===== config.mk =====
export PLATFORM = sky130hd
export DESIGN_NAME = bin2bcd_serial
export DESIGN_NICKNAME = d
export VERILOG_FILES = /design/src/rtl/bin2bcd_serial.sv
export SDC_FILE = /design/constraint.sdc
export NUM_CORES = 1
export LEC_CHECK = 0
export BUFFER_PORTS_ARGS = -buffer_cell sky130_fd_sc_hd__buf_2
export CORE_ASPECT_RATIO = 1.4
export CORE_UTILIZATION = 25
export CTS_BUF_LIST = sky130_fd_sc_hd__clkbuf_2 sky130_fd_sc_hd__clkbuf_4 sky130_fd_sc_hd__clkbuf_8
export DETAILED_ROUTE_END_ITERATION = 8
export PLACE_DENSITY = 0.4
export SLEW_MARGIN = 20
export SYNTH_ARGS = -nofsm -noshare
export SYNTH_HDL_FRONTEND = slang
export SYNTH_SLANG_ARGS = --single-unit

===== constraint.sdc =====
create_clock -name clk -period 1.8 [get_ports clk]
set_clock_uncertainty 0.05 [all_clocks]
set_input_delay 0.27 -clock clk [delete_from_list [all_inputs] [get_ports clk]]
set_output_delay 0.27 -clock clk [all_outputs]
set_load 0.01 [all_outputs]

===== src/rtl/bin2bcd_serial.sv =====
// Serial binary-to-BCD converter using the shift-and-add-3 (double-dabble) method.
// One operand bit per clock, MSB first. The result and overflow flag are held until the next conversion completes.
module bin2bcd_serial #(
    parameter int BIN_W  = 8,
    parameter int DIGITS = 3
) (
    input  logic                  clk,
    input  logic                  rst,
    input  logic                  start,
    input  logic [BIN_W-1:0]      bin,
    output logic                  busy,
    output logic                  done,
    output logic [4*DIGITS-1:0]   bcd,
    output logic                  overflow
);

    localparam int CNT_W = $clog2(BIN_W + 1);
    localparam int BCD_W = 4 * DIGITS;

    typedef enum logic {
        IDLE,
        SHIFT
    } state_e;

    state_e             state_q, state_d;
    logic [CNT_W-1:0]   cnt_q, cnt_d;
    logic [BIN_W-1:0]   operand_q, operand_d;
    logic [BCD_W-1:0]   scratch_q, scratch_d;
    logic               ovfScratch_q, ovfScratch_d;
    logic [BCD_W-1:0]   bcd_q, bcd_d;
    logic               ovf_q, ovf_d;
    logic               done_q, done_d;

    logic [BCD_W-1:0]   adjusted;
    logic [BCD_W-1:0]   shifted;
    logic               carryOut;
    logic               lastShift;

    assign lastShift = (cnt_q == CNT_W'(1));

    always_ff @(posedge clk or posedge rst) begin
        if (rst) begin
            state_q <= IDLE;
        end else begin
            state_q <= state_d;
        end
    end

    always_comb begin
        state_d = state_q;
        case (state_q)
            IDLE:    if (start) state_d = SHIFT;
            SHIFT:   if (lastShift) state_d = IDLE;
            default: state_d = IDLE;
        endcase
    end

    always_comb begin
        busy     = (state_q == SHIFT);
        done     = done_q;
        bcd      = bcd_q;
        overflow = ovf_q;
    end

    // Any digit of 5 or more would become >= 10 after doubling, so +3 pushes its carry into the next digit.
    always_comb begin
        adjusted = scratch_q;
        for (int d = 0; d < DIGITS; d++) begin
            if (scratch_q[4*d +: 4] >= 4'd5) begin
                adjusted[4*d +: 4] = scratch_q[4*d +: 4] + 4'd3;
            end
        end
    end

    // A bit leaving the top digit means the value has reached 10^DIGITS; the remaining digits stay value mod 10^DIGITS.
    always_comb begin
        shifted  = {adjusted[BCD_W-2:0], operand_q[BIN_W-1]};
        carryOut = adjusted[BCD_W-1];
    end

    always_comb begin
        cnt_d        = cnt_q;
        operand_d    = operand_q;
        scratch_d    = scratch_q;
        ovfScratch_d = ovfScratch_q;
        bcd_d        = bcd_q;
        ovf_d        = ovf_q;
        done_d       = 1'b0;
        if (state_q == IDLE) begin
            if (start) begin
                operand_d    = bin;
                scratch_d    = '0;
                ovfScratch_d = 1'b0;
                cnt_d        = CNT_W'(BIN_W);
            end
        end else begin
            operand_d    = operand_q << 1;
            scratch_d    = shifted;
            ovfScratch_d = ovfScratch_q | carryOut;
            cnt_d        = cnt_q - CNT_W'(1);
            if (lastShift) begin
                bcd_d  = shifted;
                ovf_d  = ovfScratch_q | carryOut;
                done_d = 1'b1;
            end
        end
    end

    always_ff @(posedge clk or posedge rst) begin
        if (rst) begin
            cnt_q        <= '0;
            operand_q    <= '0;
            scratch_q    <= '0;
            ovfScratch_q <= 1'b0;
            bcd_q        <= '0;
            ovf_q        <= 1'b0;
            done_q       <= 1'b0;
        end else begin
            cnt_q        <= cnt_d;
            operand_q    <= operand_d;
            scratch_q    <= scratch_d;
            ovfScratch_q <= ovfScratch_d;
            bcd_q        <= bcd_d;
            ovf_q        <= ovf_d;
            done_q       <= done_d;
        end
    end

endmodule


Word level (Yosys, flattened, before mapping)
Index checks and enable logic that the tools add are counted.
Widths: inputs -> output; s select.
{"block": "classes", "n_lt_le_gt_ge": 3, "n_eq_ne": 1, "n_mux": 16, "n_reduce_logical": 2, "n_bitwise": 2, "add_sub_neg": 4}
{"operator": "$mux 12", "n": 2}
{"operator": "$mux 4", "n": 5}
{"operator": "$mux 8", "n": 2}
{"operator": "$add 4x2->4 const B", "n": 3}
{"operator": "$ge 4x3->1 const B", "n": 3}
{"operator": "$mux 1", "n": 6}
{"operator": "$eq 4x1->1 const B", "n": 1}
{"operator": "$sub 4x1->4 const B", "n": 1}
{"operator": "$pmux 1 s2", "n": 1}
{"operator": "$reduce_and 2->1", "n": 1}
{"operator": "$reduce_bool 2->1", "n": 1}
{"operator": "$not 1->1", "n": 1}
{"operator": "$or 1x1->1", "n": 1}
{"block": "word_totals", "word_cells": 36, "reg_bits": 40, "inputBits": 11, "out_inout_bits": 15}

Logic depth before layout (Yosys ltp)
{"block": "logic_depth", "word_depth": 4, "depth_mapped": 6, "depth_no_buf": 6}

Worst setup path before layout
Ideal clock, no wire load.
{"block": "synth_timing", "path_type": "register -> register", "from": "register scratch_q[0]", "to": "register scratch_q[2]", "period_less_slack_ns": 1.506, "setup_time_ns": 0.082, "arrival_ns": 1.374, "t_required_ns": 1.668, "path_buffers": 0, "path_stages_with_launch": 7, "slack_ns": 0.294, "cell_sequence": "dfrtp_1 -> inv_1 -> ha_1 -> nand2b_1 -> a21oi_2 -> mux2_2 -> o22ai_1"}
{"block": "synth_between", "elab_chain_cells": 3, "elab_cells_between_ends": 4, "classes_between": "1 x add/sub; 1 x order compare; 2 x mux"}
{"element": "start: declaration", "line_no": "28", "text": "logic [BCD_W-1:0] scratch_q, scratch_d;"}
{"element": "start signal: assignment", "line_no": "121", "text": "scratch_q <= scratch_d;"}
{"element": "$add 4x2->4 / $ge 4x3->1 (equally long branches)", "line_no": "70, 69"}
{"element": "$mux 4 *", "line_no": "69", "text": "if (scratch_q[4*d +: 4] >= 4'd5) begin"}
{"element": "$mux 12 *", "line_no": "89", "text": "if (state_q == IDLE) begin"}
Mark *: on every way between the ends. The rest lies on a longest branch, timed or not.
A chain may end at the register's enable or synchronous reset.

Worst setup path after layout
{"block": "layout_timing", "from": "register scratch_q[8]", "to": "register scratch_q[10]"}
The elaborated chain is that of the path after synthesis.

==> impl_metrics.toml <==
[outcome]
outcome = "finished, final reports clean"

[global_route]
grt_pass1_vias = 1347
antenna_found_initial = 0
grt_max_degree = 41
grt_use_total_pct = 11.5
grt_overflow = 0
grt_pass1_wl_microns = 6760

[layout]
fin_area_sq_um = 2260
fin_nets = 240
synthToLayoutAreaGrowth_pct = 20.7
drive_above_1_share_pct = 20.7
antenna_cells = 0
postLayoutCoreUtil_pct = 31.7

[floorplan]
fp.dieH_microns = 104
core_area_sq_um = 7120
start_util_pct = 26.3
rows = 36
die_w_microns = 75.1
dieArea_sq_um = 7840
ios = 26

[worst_setup_path]
r2r_slack_ns = 0.17
reg2reg_to = "scratch_q[10]"
crit_required_ns = 1.98
critical_path.startpoint_type = "register"
endpoint_kind = "register"
reg2reg_from = "scratch_q[8]"
critical_path_class = "reg2reg"
crit_arrival_ns = 1.81
cp_max_fo = 4
rr_worst_depth = 6

[clocking]
cts_hold_buffers = 0
cts_root_buffer = "clkbuf_8"
cts_tree = "built"
clock_sinks = 40
clkLatencyLatePin_ns = 0.30
cts-buffers-inserted = 5
cts.clk_slew.worst_paths_ns = 0.08
clk_path_buf_depth = 2
cts_repair_resize_count = 0
h-tree-depth = 2
cts_setup_buffers = 0

[pwr]
net-switching-power_mw = 1.53
internal_power_mw = 2.53
pwr-share-seq_pct = 38.8
irDropWorstVdd_mv = 0.583
p_leak_nw = 1.05
pwr-share-comb_pct = 41.1
clkPwrFrac_pct = 20.2
powerDensity_nw_per_um2 = 1800
switching_share_pct = 37.7

[detailed_routing]
drt_wl_total_microns = 3970
drc = 0
routedWlPerCell_microns = 12.5
dr.pass1.iters = 4
via_count = 1369
drt-initial-drc-count = 58
antenna_left = 0
via_per_inst = 4.32

[place]
place_congestion = 0.728
hpwl_microns = 2770
port-buffer-count = 25
dpl-instance-area_sq_um = 2130
place_ws_ns = 0.173

[logic_synthesis]
synth_seq_area_share_pct = 53.5
synthCells = 191
ys_warn_count = 0
synth_fp_nets = 210
syn_area_sq_um = 1870
syn-mean-instance-area_sq_um = 9.79
synth_seq_cells = 40
ys_types = 25

[timing]
slew_viol_final = 0
hold_viol_final = 0
rsz0062_at_grt = "no"
fin_crit_ns = 1.63
slew_headroom_pct = 65.1
fin_crit_sh_pct = 90.7
finalSetupViolCount = 0
layout_setup_ws_ns = 0.167
finalSetupTns_ns = 0
worst_slew_pin_slew_ns = 0.524
fmax_mhz = 612

[min_path]
hp-class = "in2async"

[flow_run]
maxCapViolCount = 0
## power by group through the flow
stage                     clock network (mW)  logic, mW  registers, mW
final                                  0.818       1.67           1.57
after global routing                   0.875       1.92           1.65
after CTS                              0.851       1.71           1.59
after detailed placement                   0       1.70           1.60
after global placement                     0       1.69           1.59
after floorplan                            0       1.20           1.58
## registers in the layout (all words and copies together) (netlist names)
| signal | count |
|---|---|
| bcd | 12 |
| scratch_q | 12 |
| operand_q | 8 |
| cnt_q | 4 |
| busy | 1 |
| done | 1 |
| overflow | 1 |
| ovfScratch_q | 1 |
## area by class of cell
cell class / instances / area, sq um
clock inverters: 1 / 30.0
multi-input cells: 129 / 773
inverters: 13 / 48.8
repair buffers: 32 / 190
flip-flops and latches: 40 / 1000
clock buffers: 7 / 96.3
fillers: 798 / 4860
well taps: 95 / 119
## cell usage after synthesis (all sizes together)
cell type / instances / area [sq um]
dfrtp: 40 / 1000
clkbuf: 2 / 7.51
nand2b: 3 / 18.8
or3: 1 / 6.26
o31ai: 1 / 7.51
o22a: 1 / 8.76
o22ai: 12 / 75.1
a31oi: 1 / 6.26
inv: 12 / 45.0
nor2: 9 / 33.8
mux2i: 8 / 80.1
mux2: 3 / 37.5
nand2: 37 / 139
nand3: 1 / 5.00
o21ai: 25 / 125
clkinv: 1 / 3.75
a21oi: 11 / 66.3
buf: 7 / 40.0
ha: 8 / 100
nor3b: 5 / 37.5
xnor2: 3 / 26.3
## worst max-delay path: stages, from the launching register on
cell and delay, ns:
dfrtp_1 0.41, inv_1 0.10, ha_1 0.20, nand2b_1 0.10, a21oi_2 0.20, mux2_2 0.37
o22ai_1 0.14
## layer usage
layer / routed length (microns) / GRT usage (%) / vias to the layer above
met5: 0 / 0 / -
met4: 78 / 4.85 / 0
met2: 1830 / 17.2 / 26
li1: - / - / 700
met1: 1920 / 15.3 / 634
met3: 138 / 3.10 / 9
## cells by family (layout without fill, tap and decap cells)
logic type / after synthesis / count (layout) / share of synthesized area (%)
AND/OR/NAND/NOR: 56 / 56 / 12.8
AO/OA/AOI/OAI: 51 / 51 / 15.5
flip-flops: 40 / 40 / 53.5
buffers and inverters: 22 / 53 / 5.15
multiplexers: 11 / 11 / 6.29
adder cells (fa/ha/maj): 8 / 8 / 5.35
XOR/XNOR: 3 / 3 / 1.40
## metrics by stage
stage          instances  total power, mW  hold WS [ns]
5_1_grt              317             4.44        0.0954
6_report             317             4.06        0.0442
2_1_floorplan        191             2.78         0.376
3_5_place_dp         309             3.30         0.397
4_1_cts              317             4.14        0.0634
3_3_place_gp         309             3.29         0.392
## cell usage in the layout, fill, tap and decap left out
cell type  instances
o21ai_0           20
bufinv_16          1
buf_12             1
nor3b_1            5
clkbuf_8           7
o21ai_1            5
a21oi_2            3
mux2_2             2
xnor2_1            3
clkinv_1           1
buf_2             25
o22ai_1           12
or3_1              1
ha_1               8
buf_4              6
mux2_4             1
nand3_1            1
inv_1             12
a21oi_1            8
dfrtp_1           40
o22a_1             1
mux2i_1            8
nand2b_1           3
nor2_1             9
nand2_1           37
a31oi_1            1
o31ai_1            1
## worst max-delay path by stage
stage,endpoint,start
floorplan,scratch_q[2],scratch_q[0]
global placement,scratch_q[10],scratch_q[8]
detailed placement,scratch_q[10],scratch_q[8]
CTS,scratch_q[2],scratch_q[0]
global route,scratch_q[10],scratch_q[8]
finish,scratch_q[10],scratch_q[8]
Power figures use the tool's default switching activity.
